==> src/rtl/ex_forward_ctrl_pkg.sv <==
// ---------------------------------------------------------------------------
// ex_forward_ctrl_pkg
//   Pipeline definitions shared by the forwarding/hazard control and the
//   EX stage datapath.
//   - FWD_*      : EX operand mux select encodings
//   - slot_t     : shadow record of one pipeline register {dest, wr, load}
//   - sat_inc16  : saturating 16-bit event counter step
// ---------------------------------------------------------------------------
package ex_forward_ctrl_pkg;

   localparam int REG_W = 5;

   // EX operand mux selects; 2'b11 is unused and never produced
   localparam logic [1:0] FWD_RF    = 2'b00;  // register file read value
   localparam logic [1:0] FWD_WB    = 2'b01;  // MEM/WB write-back result
   localparam logic [1:0] FWD_EXMEM = 2'b10;  // EX/MEM ALU result

   typedef struct packed {
      logic [REG_W-1:0] dest;
      logic             wr;
      logic             load;
   } slot_t;

   localparam slot_t SLOT_BUBBLE = '0;

   function automatic logic [15:0] sat_inc16(input logic [15:0] v, input logic en);
      return (en && (v != 16'hFFFF)) ? v + 16'd1 : v;
   endfunction

endpackage

==> src/rtl/ex_forward_ctrl_fwd_compare.sv <==
// ---------------------------------------------------------------------------
// fwd_compare
//   Compares one ID source register against the EX and MEM shadow slots.
//   Ports:
//     i_src, i_uses          : source register number and "is read" flag
//     i_ex_dest/wr/load      : EX shadow slot (instruction now in ID/EX)
//     i_mem_dest/wr          : MEM shadow slot (instruction now in EX/MEM)
//     o_sel                  : forwarding select for this operand
//     o_load_use             : source depends on a load still in EX
// ---------------------------------------------------------------------------
module fwd_compare
   import ex_forward_ctrl_pkg::*;
(
   input  logic [REG_W-1:0] i_src,
   input  logic             i_uses,
   input  logic [REG_W-1:0] i_ex_dest,
   input  logic             i_ex_wr,
   input  logic             i_ex_load,
   input  logic [REG_W-1:0] i_mem_dest,
   input  logic             i_mem_wr,
   output logic [1:0]       o_sel,
   output logic             o_load_use
);

   logic w_live;
   logic w_ex_hit;
   logic w_mem_hit;

   // $0 is hard-wired zero: never forward it, never stall on it
   assign w_live    = i_uses & (i_src != '0);
   assign w_ex_hit  = w_live & i_ex_wr  & (i_ex_dest  == i_src);
   assign w_mem_hit = w_live & i_mem_wr & (i_mem_dest == i_src);

   // youngest writer wins
   always_comb begin
      o_sel = FWD_RF;
      if (w_ex_hit)       o_sel = FWD_EXMEM;
      else if (w_mem_hit) o_sel = FWD_WB;
   end

   // a load in EX has no data until MEM completes, so it cannot be forwarded
   assign o_load_use = w_ex_hit & i_ex_load;

endmodule

==> src/rtl/ex_forward_ctrl.sv <==
// ---------------------------------------------------------------------------
// ex_forward_ctrl
//   Forwarding and load-use hazard control for a 5-stage pipeline. Tracks
//   the destination of the three younger pipeline registers in shadow slots
//   and, for the instruction in ID, computes the EX operand selects that
//   take effect the cycle it occupies ID/EX.
//   Ports:
//     clk, reset                : clock, async active-low reset
//     id_rs, id_rt              : ID source registers
//     id_uses_rs, id_uses_rt    : ID instruction reads rs / rt
//     id_dest, id_reg_write     : ID destination and write enable
//     id_mem_read, id_valid     : ID is a load / ID holds a real instruction
//     flush                     : kill the ID instruction (taken branch)
//     Forward_A, Forward_B      : registered EX operand selects
//     stall                     : combinational, holds PC and IF/ID
//     stall_count, fwd_count    : saturating event counters
// ---------------------------------------------------------------------------
module ex_forward_ctrl
   import ex_forward_ctrl_pkg::*;
(
   input  logic        clk,
   input  logic        reset,
   input  logic [4:0]  id_rs,
   input  logic [4:0]  id_rt,
   input  logic        id_uses_rs,
   input  logic        id_uses_rt,
   input  logic [4:0]  id_dest,
   input  logic        id_reg_write,
   input  logic        id_mem_read,
   input  logic        id_valid,
   input  logic        flush,
   output logic [1:0]  Forward_A,
   output logic [1:0]  Forward_B,
   output logic        stall,
   output logic [15:0] stall_count,
   output logic [15:0] fwd_count
);

   slot_t       r_exs;    // mirrors ID/EX
   slot_t       r_mems;   // mirrors EX/MEM
   slot_t       r_wbs;    // mirrors MEM/WB
   logic [1:0]  r_fwd_a;
   logic [1:0]  r_fwd_b;
   logic [15:0] r_stall_cnt;
   logic [15:0] r_fwd_cnt;

   logic [1:0]  w_sel_a;
   logic [1:0]  w_sel_b;
   logic        w_lu_a;
   logic        w_lu_b;
   logic        w_stall;
   logic        w_kill;
   logic [1:0]  w_fa_nxt;
   logic [1:0]  w_fb_nxt;
   logic        w_fwd_evt;
   slot_t       w_exs_nxt;

   fwd_compare u_cmp_rs (
      .i_src      (id_rs),
      .i_uses     (id_uses_rs),
      .i_ex_dest  (r_exs.dest),
      .i_ex_wr    (r_exs.wr),
      .i_ex_load  (r_exs.load),
      .i_mem_dest (r_mems.dest),
      .i_mem_wr   (r_mems.wr),
      .o_sel      (w_sel_a),
      .o_load_use (w_lu_a)
   );

   fwd_compare u_cmp_rt (
      .i_src      (id_rt),
      .i_uses     (id_uses_rt),
      .i_ex_dest  (r_exs.dest),
      .i_ex_wr    (r_exs.wr),
      .i_ex_load  (r_exs.load),
      .i_mem_dest (r_mems.dest),
      .i_mem_wr   (r_mems.wr),
      .o_sel      (w_sel_b),
      .o_load_use (w_lu_b)
   );

   // flush wins over stall: a killed instruction has no hazard to resolve
   assign w_stall = id_valid & ~flush & (w_lu_a | w_lu_b);
   assign stall   = w_stall;

   // anything that does not advance into ID/EX as a real instruction gets
   // register-file selects
   assign w_kill   = w_stall | flush | ~id_valid;
   assign w_fa_nxt = w_kill ? FWD_RF : w_sel_a;
   assign w_fb_nxt = w_kill ? FWD_RF : w_sel_b;

   // one event per cycle even when both operands forward
   assign w_fwd_evt = (w_fa_nxt != FWD_RF) | (w_fb_nxt != FWD_RF);

   always_comb begin
      w_exs_nxt = SLOT_BUBBLE;
      if (!w_stall && !flush) begin
         w_exs_nxt.dest = id_dest;
         w_exs_nxt.wr   = id_reg_write & id_valid;
         w_exs_nxt.load = id_mem_read  & id_valid;
      end
   end

   always_ff @(posedge clk or negedge reset) begin
      if (!reset) begin
         r_exs       <= SLOT_BUBBLE;
         r_mems      <= SLOT_BUBBLE;
         r_wbs       <= SLOT_BUBBLE;
         r_fwd_a     <= FWD_RF;
         r_fwd_b     <= FWD_RF;
         r_stall_cnt <= '0;
         r_fwd_cnt   <= '0;
      end else begin
         r_wbs       <= r_mems;
         r_mems      <= r_exs;
         r_exs       <= w_exs_nxt;
         r_fwd_a     <= w_fa_nxt;
         r_fwd_b     <= w_fb_nxt;
         r_stall_cnt <= sat_inc16(r_stall_cnt, w_stall);
         r_fwd_cnt   <= sat_inc16(r_fwd_cnt, w_fwd_evt);
      end
   end

   // The WB slot is tracked for completeness but never forwarded from: the
   // register file is write-first, so ID already sees the MEM/WB writer.
   // Keep it honestly tied to the MEM slot history.
   a_wbs_tracks_mems : assert property (@(posedge clk) disable iff (!reset)
      r_wbs == $past(r_mems));

   assign Forward_A   = r_fwd_a;
   assign Forward_B   = r_fwd_b;
   assign stall_count = r_stall_cnt;
   assign fwd_count   = r_fwd_cnt;

endmodule
==> config.mk <==
export PLATFORM = sky130hd
export DESIGN_NAME = ex_forward_ctrl
export DESIGN_NICKNAME = d
export VERILOG_FILES = /design/src/rtl/ex_forward_ctrl_pkg.sv /design/src/rtl/ex_forward_ctrl_fwd_compare.sv /design/src/rtl/ex_forward_ctrl.sv
export SDC_FILE = /design/constraint.sdc
export NUM_CORES = 1
export LEC_CHECK = 0
export BUFFER_PORTS_ARGS = -buffer_cell sky130_fd_sc_hd__buf_2
export CAP_MARGIN = 20
export CORE_MARGIN = 2
export CORE_UTILIZATION = 57
export DETAILED_ROUTE_END_ITERATION = 8
export PLACE_DENSITY = 0.86
export SLEW_MARGIN = 0
export SYNTH_ARGS = -nofsm -noshare
export SYNTH_HDL_FRONTEND = slang
export SYNTH_SLANG_ARGS = --single-unit
==> constraint.sdc <==
create_clock -name clk -period 5.94 [get_ports clk]
set_input_delay 1.188 -clock clk [delete_from_list [all_inputs] [get_ports clk]]
set_output_delay 1.188 -clock clk [all_outputs]
set_load 0.02 [all_outputs]
Word-level counts from Yosys, hierarchy flattened:

Cells that the tools add are included.

* logic and storage cells: 55
* bits in registers: 49
* bits of input ports: 23

* multiplexer cells: 7
* add/subtract/negate cells: 2
* bitwise logic cells: 22
* equality and inequality tests: 6
* reduce and logical (&&, ||, !) cells: 9

Operators with widths (number)
* $add 16x1->16 const B: 2
* $ne 16x16->1 const B: 2
* $eq 5x5->1: 4
* $and 1x1->1: 16
* $reduce_bool 5->1: 2
* $mux 2: 4
* $mux 7: 1
* $or 1x1->1: 4
* $reduce_bool 2->1: 2
* $logic_and 1x1->1: 3
* $logic_not 1->1: 2
* $mux 1: 2
* $not 1->1: 2

Logic depth before layout (Yosys ltp):

* depth after elaboration: 13
* depth in mapped cells: 8

Modules after synthesis:

From an unflattened synthesis, not the netlist that was laid out.

* cell total of the unflattened synthesis: 208
* area, all modules: 2424.8 um2

By module, submodules not included
* ex_forward_ctrl: seq. area each 1226.2 um2, cells an instance 168, times used 1, area an instance 2084.5 um2
* fwd_compare: seq. area each 0.0 um2, cells an instance 20, times used 2, area an instance 170.2 um2

Worst setup path after synthesis:

Ideal clock, no wire load.

* path type: input to output
* from: in id_rt[0]
* to: out stall
* data required time: 4.752 ns
* buffers on the path: 1
* slack: 2.420 ns
* stages on the path: 5
* arrival: 2.332 ns
* cell sequence: or4_1 o21ai_2 nand4b_2 a21oi_1 buf_2

* word-level cells in the longest chain between the ends: 7
* elaborated cells on any way between the ends: 8
* those cells by class: eq/ne: 1; bitwise: 6; reduce/logical: 1

RTL lines
* start: declaration: line ex_forward_ctrl.sv:24 `input logic [4:0] id_rt,`
* $reduce_bool 5->1: line ex_forward_ctrl_fwd_compare.sv:30 `assign w_live = i_uses & (i_src != '0);`
* $and 1x1->1: line ex_forward_ctrl_fwd_compare.sv:30
* $and 1x1->1: line ex_forward_ctrl_fwd_compare.sv:31 `assign w_ex_hit = w_live & i_ex_wr & (i_ex_dest == i_src);`
* $and 1x1->1 *: line ex_forward_ctrl_fwd_compare.sv:31
* $and 1x1->1 *: line ex_forward_ctrl_fwd_compare.sv:42 `assign o_load_use = w_ex_hit & i_ex_load;`
* $or 1x1->1 *: line ex_forward_ctrl.sv:83 `assign w_stall = id_valid & ~flush & (w_lu_a | w_lu_b);`
* $and 1x1->1 *: line ex_forward_ctrl.sv:83
* end: declaration: line ex_forward_ctrl.sv:34 `output logic stall,`

Every way passes the cells marked *; elsewhere a longest branch is shown, timed or not.

Final worst setup path:

* from: in id_rt[1]
* to: out stall

The elaborated chain is that of the path after synthesis.

==> results.sh <==
export IMPL_cp_max_fo=11
export IMPL_antenna_found_initial=0
export IMPL_required_ns=4.75
export IMPL_io_pins=60
export IMPL_synth_top_area_share=0.465
export IMPL_period_needed_ns=4.18
export IMPL_viasPerCell=5.69
export IMPL_dieArea_um2=5190
export IMPL_dr_pass1_iters=4
export IMPL_dpl_cell_area_um2=2950
export IMPL_hold_buffers=0
export IMPL_finalPower_mw=0.669
export IMPL_n_antenna_cell=0
export IMPL_gp_congestion=0.929
export IMPL_grt_total_usage=0.206
export IMPL_worst_setup_path_type="in -> out"
export IMPL_grt_max_degree=50
export IMPL_path_common_cell="buf_2"
export IMPL_drive_above_1_share=0.354
export IMPL_htree_levels=2
export IMPL_vias=1890
export IMPL_die_w_um=72.0
export IMPL_area_growth_pct=17.7
export IMPL_end_kind="output pin"
export IMPL_async_flop_share=1.00
export IMPL_hpwl_um=3620
export IMPL_grt_setup_unrepaired="no"
export IMPL_cts_tree="done"
export IMPL_crit_arrival_ns=2.99
export IMPL_synth_seq_area_share=0.465
export IMPL_postSynthCellCount=217
export IMPL_nets=304
export IMPL_clock_path_buffers=2
export IMPL_final_setup_viol_count=0
export IMPL_drv_slew=0
export IMPL_synth_common_cells="49 x dfrtp_1, 26 x xor2_1, 22 x xnor2_1"
export IMPL_synth_area_leader_cell="dfrtp_1"
export IMPL_skew_ns=0.00464
export IMPL_drcViolationCount=0
export IMPL_gr_total_overflow=0
export IMPL_cp_slowest_cell="a21oi_1"
export IMPL_ant_nets=0
export IMPL_first_iter_violations=81
export IMPL_totalWireLength_um=4920
export IMPL_cts_resized_gates=0
export IMPL_leakagePower_nw=1.52
export IMPL_synth_area_top_cells="dfrtp_1 46%, xor2_1 8.6%, xnor2_1 7.3%, a2111oi_2 4.6%, a2111oi_4 3.1%"
export IMPL_synthDistinctLibCells=39
export IMPL_setup_tns_ns=0
export IMPL_core_um2=4410
export IMPL_ys_ff_latch=49
export IMPL_yosys_warnings=0
export IMPL_row_count=24
export IMPL_cap_viol_max_count=0
export IMPL_clock_sinks=49
export IMPL_start_util=0.598
export IMPL_synth_most_common_cell="dfrtp_1"
export IMPL_relSlewSlack=0.492
export IMPL_synth_edf_count=0
export IMPL_cp_slowest_stage_delay_ns=0.68
export IMPL_worstMarginPinSlew_ns=0.762
export IMPL_holdWs_ns=0.455
export IMPL_cp_start_kind="primary input"
export IMPL_die_h_um=72.0
export IMPL_syn_nets=242
export IMPL_final_util=0.704
export IMPL_numPortBuffers=59
export IMPL_crit_chain="buf_2, xor2_1, nor4_2, nand4b_2, a21oi_1, buf_2"
export IMPL_hold_viol_final=0
export IMPL_cts_setup_buffers=0
export IMPL_grt_pass1_wl_um=8430
export IMPL_power_ir_vdd_worst_v=0.000177
export IMPL_syn_cell_area_um2=2640
export IMPL_grt_pass1_vias=1894
export IMPL_clkTransAtPathRegs_ns=0.09
export IMPL_cts_inserted_buffers=5
export IMPL_wire_per_inst_um=14.8
export IMPL_cts_root_buffer="clkbuf_8"
export IMPL_fmax_mhz=239
export IMPL_final_cell_area_um2=3110
export IMPL_worstSkewPairLatency_ns=0.29
export IMPL_avgSynthCellArea_um2=12.2
export IMPL_synth_ff_type="dfrtp_1"
export IMPL_powerDensity_nw_per_um2=215
export IMPL_status="finished clean"
export IMPL_fin_crit_sh=0.704
export IMPL_hold_class="reg -> reg"
[cell usage in the layout (no fill, tap or decap), types with 5 or more instances in the layout]
cell type and n:
a2111oi_2 8, and2_1 10, and3_1 5, and4_1 7
buf_2 59, clkbuf_8 5, dfrtp_1 49, nand2_1 12
nand3_1 14, nand4_1 11, xnor2_1 22, xor2_1 26
[flip-flops by register name, indices dropped and copies added, names as in the netlist]
register,flops
r_exs,7
Forward_B,2
stall_count,16
r_mems,6
Forward_A,2
fwd_count,16
[through the flow]
step / setup WS [ns] / instances
2_1_floorplan: 2.42 / 217
5_1_grt: 1.63 / 332
3_5_place_dp: 1.78 / 323
4_1_cts: 1.80 / 331
6_report: 1.76 / 332
3_3_place_gp: 1.82 / 323
[path summary, 6_finish.rpt]
kind                           from              to  slack [ns]  cells past startpoint
max in group asynchronous     reset  stall_count[7]        4.71                      2
hold reg to reg            r_exs[1]       r_mems[1]        0.46                      0
setup / recovery           id_rt[1]           stall        1.76                      6
hold / removal             r_exs[1]       r_mems[1]        0.46                      0
min in group asynchronous     reset  stall_count[3]        0.74                      1
setup reg to reg           r_exs[3]  stall_count[1]        3.47                      6
[cell families (layout without fill, tap and decap cells)]
group / Yosys count / after routing / synth area share
adder cells (fa/ha/maj): 2 / 2 / 0.00948
multiplexers: 4 / 4 / 0.0166
buffers and inverters: 9 / 72 / 0.0266
flip-flops: 49 / 49 / 0.465
XOR/XNOR: 48 / 48 / 0.159
AND/OR/NAND/NOR: 80 / 80 / 0.194
AO/OA/AOI/OAI: 25 / 25 / 0.129
[power breakdown]
group | switching, mW | internal [mW] | total [mW]
Sequential | 0.00605 | 0.339 | 0.345
Combinational | 0.0258 | 0.0196 | 0.0454
Clock | 0.109 | 0.169 | 0.278
[area by class of cell]
type / instances / area, µm²
multi-input cells: 159 / 1340
fillers: 342 / 1310
flip-flops and latches: 49 / 1230
repair buffers: 61 / 323
clock buffers: 5 / 68.8
clock inverters: 3 / 68.8
well taps: 52 / 65.1
inverters: 3 / 11.3
[critical path: cells and delay by family]
family | cells | cell delay [ns]
xor+xnor | 1 | 0.15
compound gates | 1 | 0.68
buf+inv | 2 | 0.42
simple gates | 2 | 0.55
[per-layer routing]
metal  part of all wire  wire [µm]  global-route usage
met4              0.010         51              0.0503
met5                  0          0                   0
met3              0.045        223              0.0444
met2               0.47       2300               0.328
met1               0.48       2350               0.289
Power figures use the tool's default switching activity.
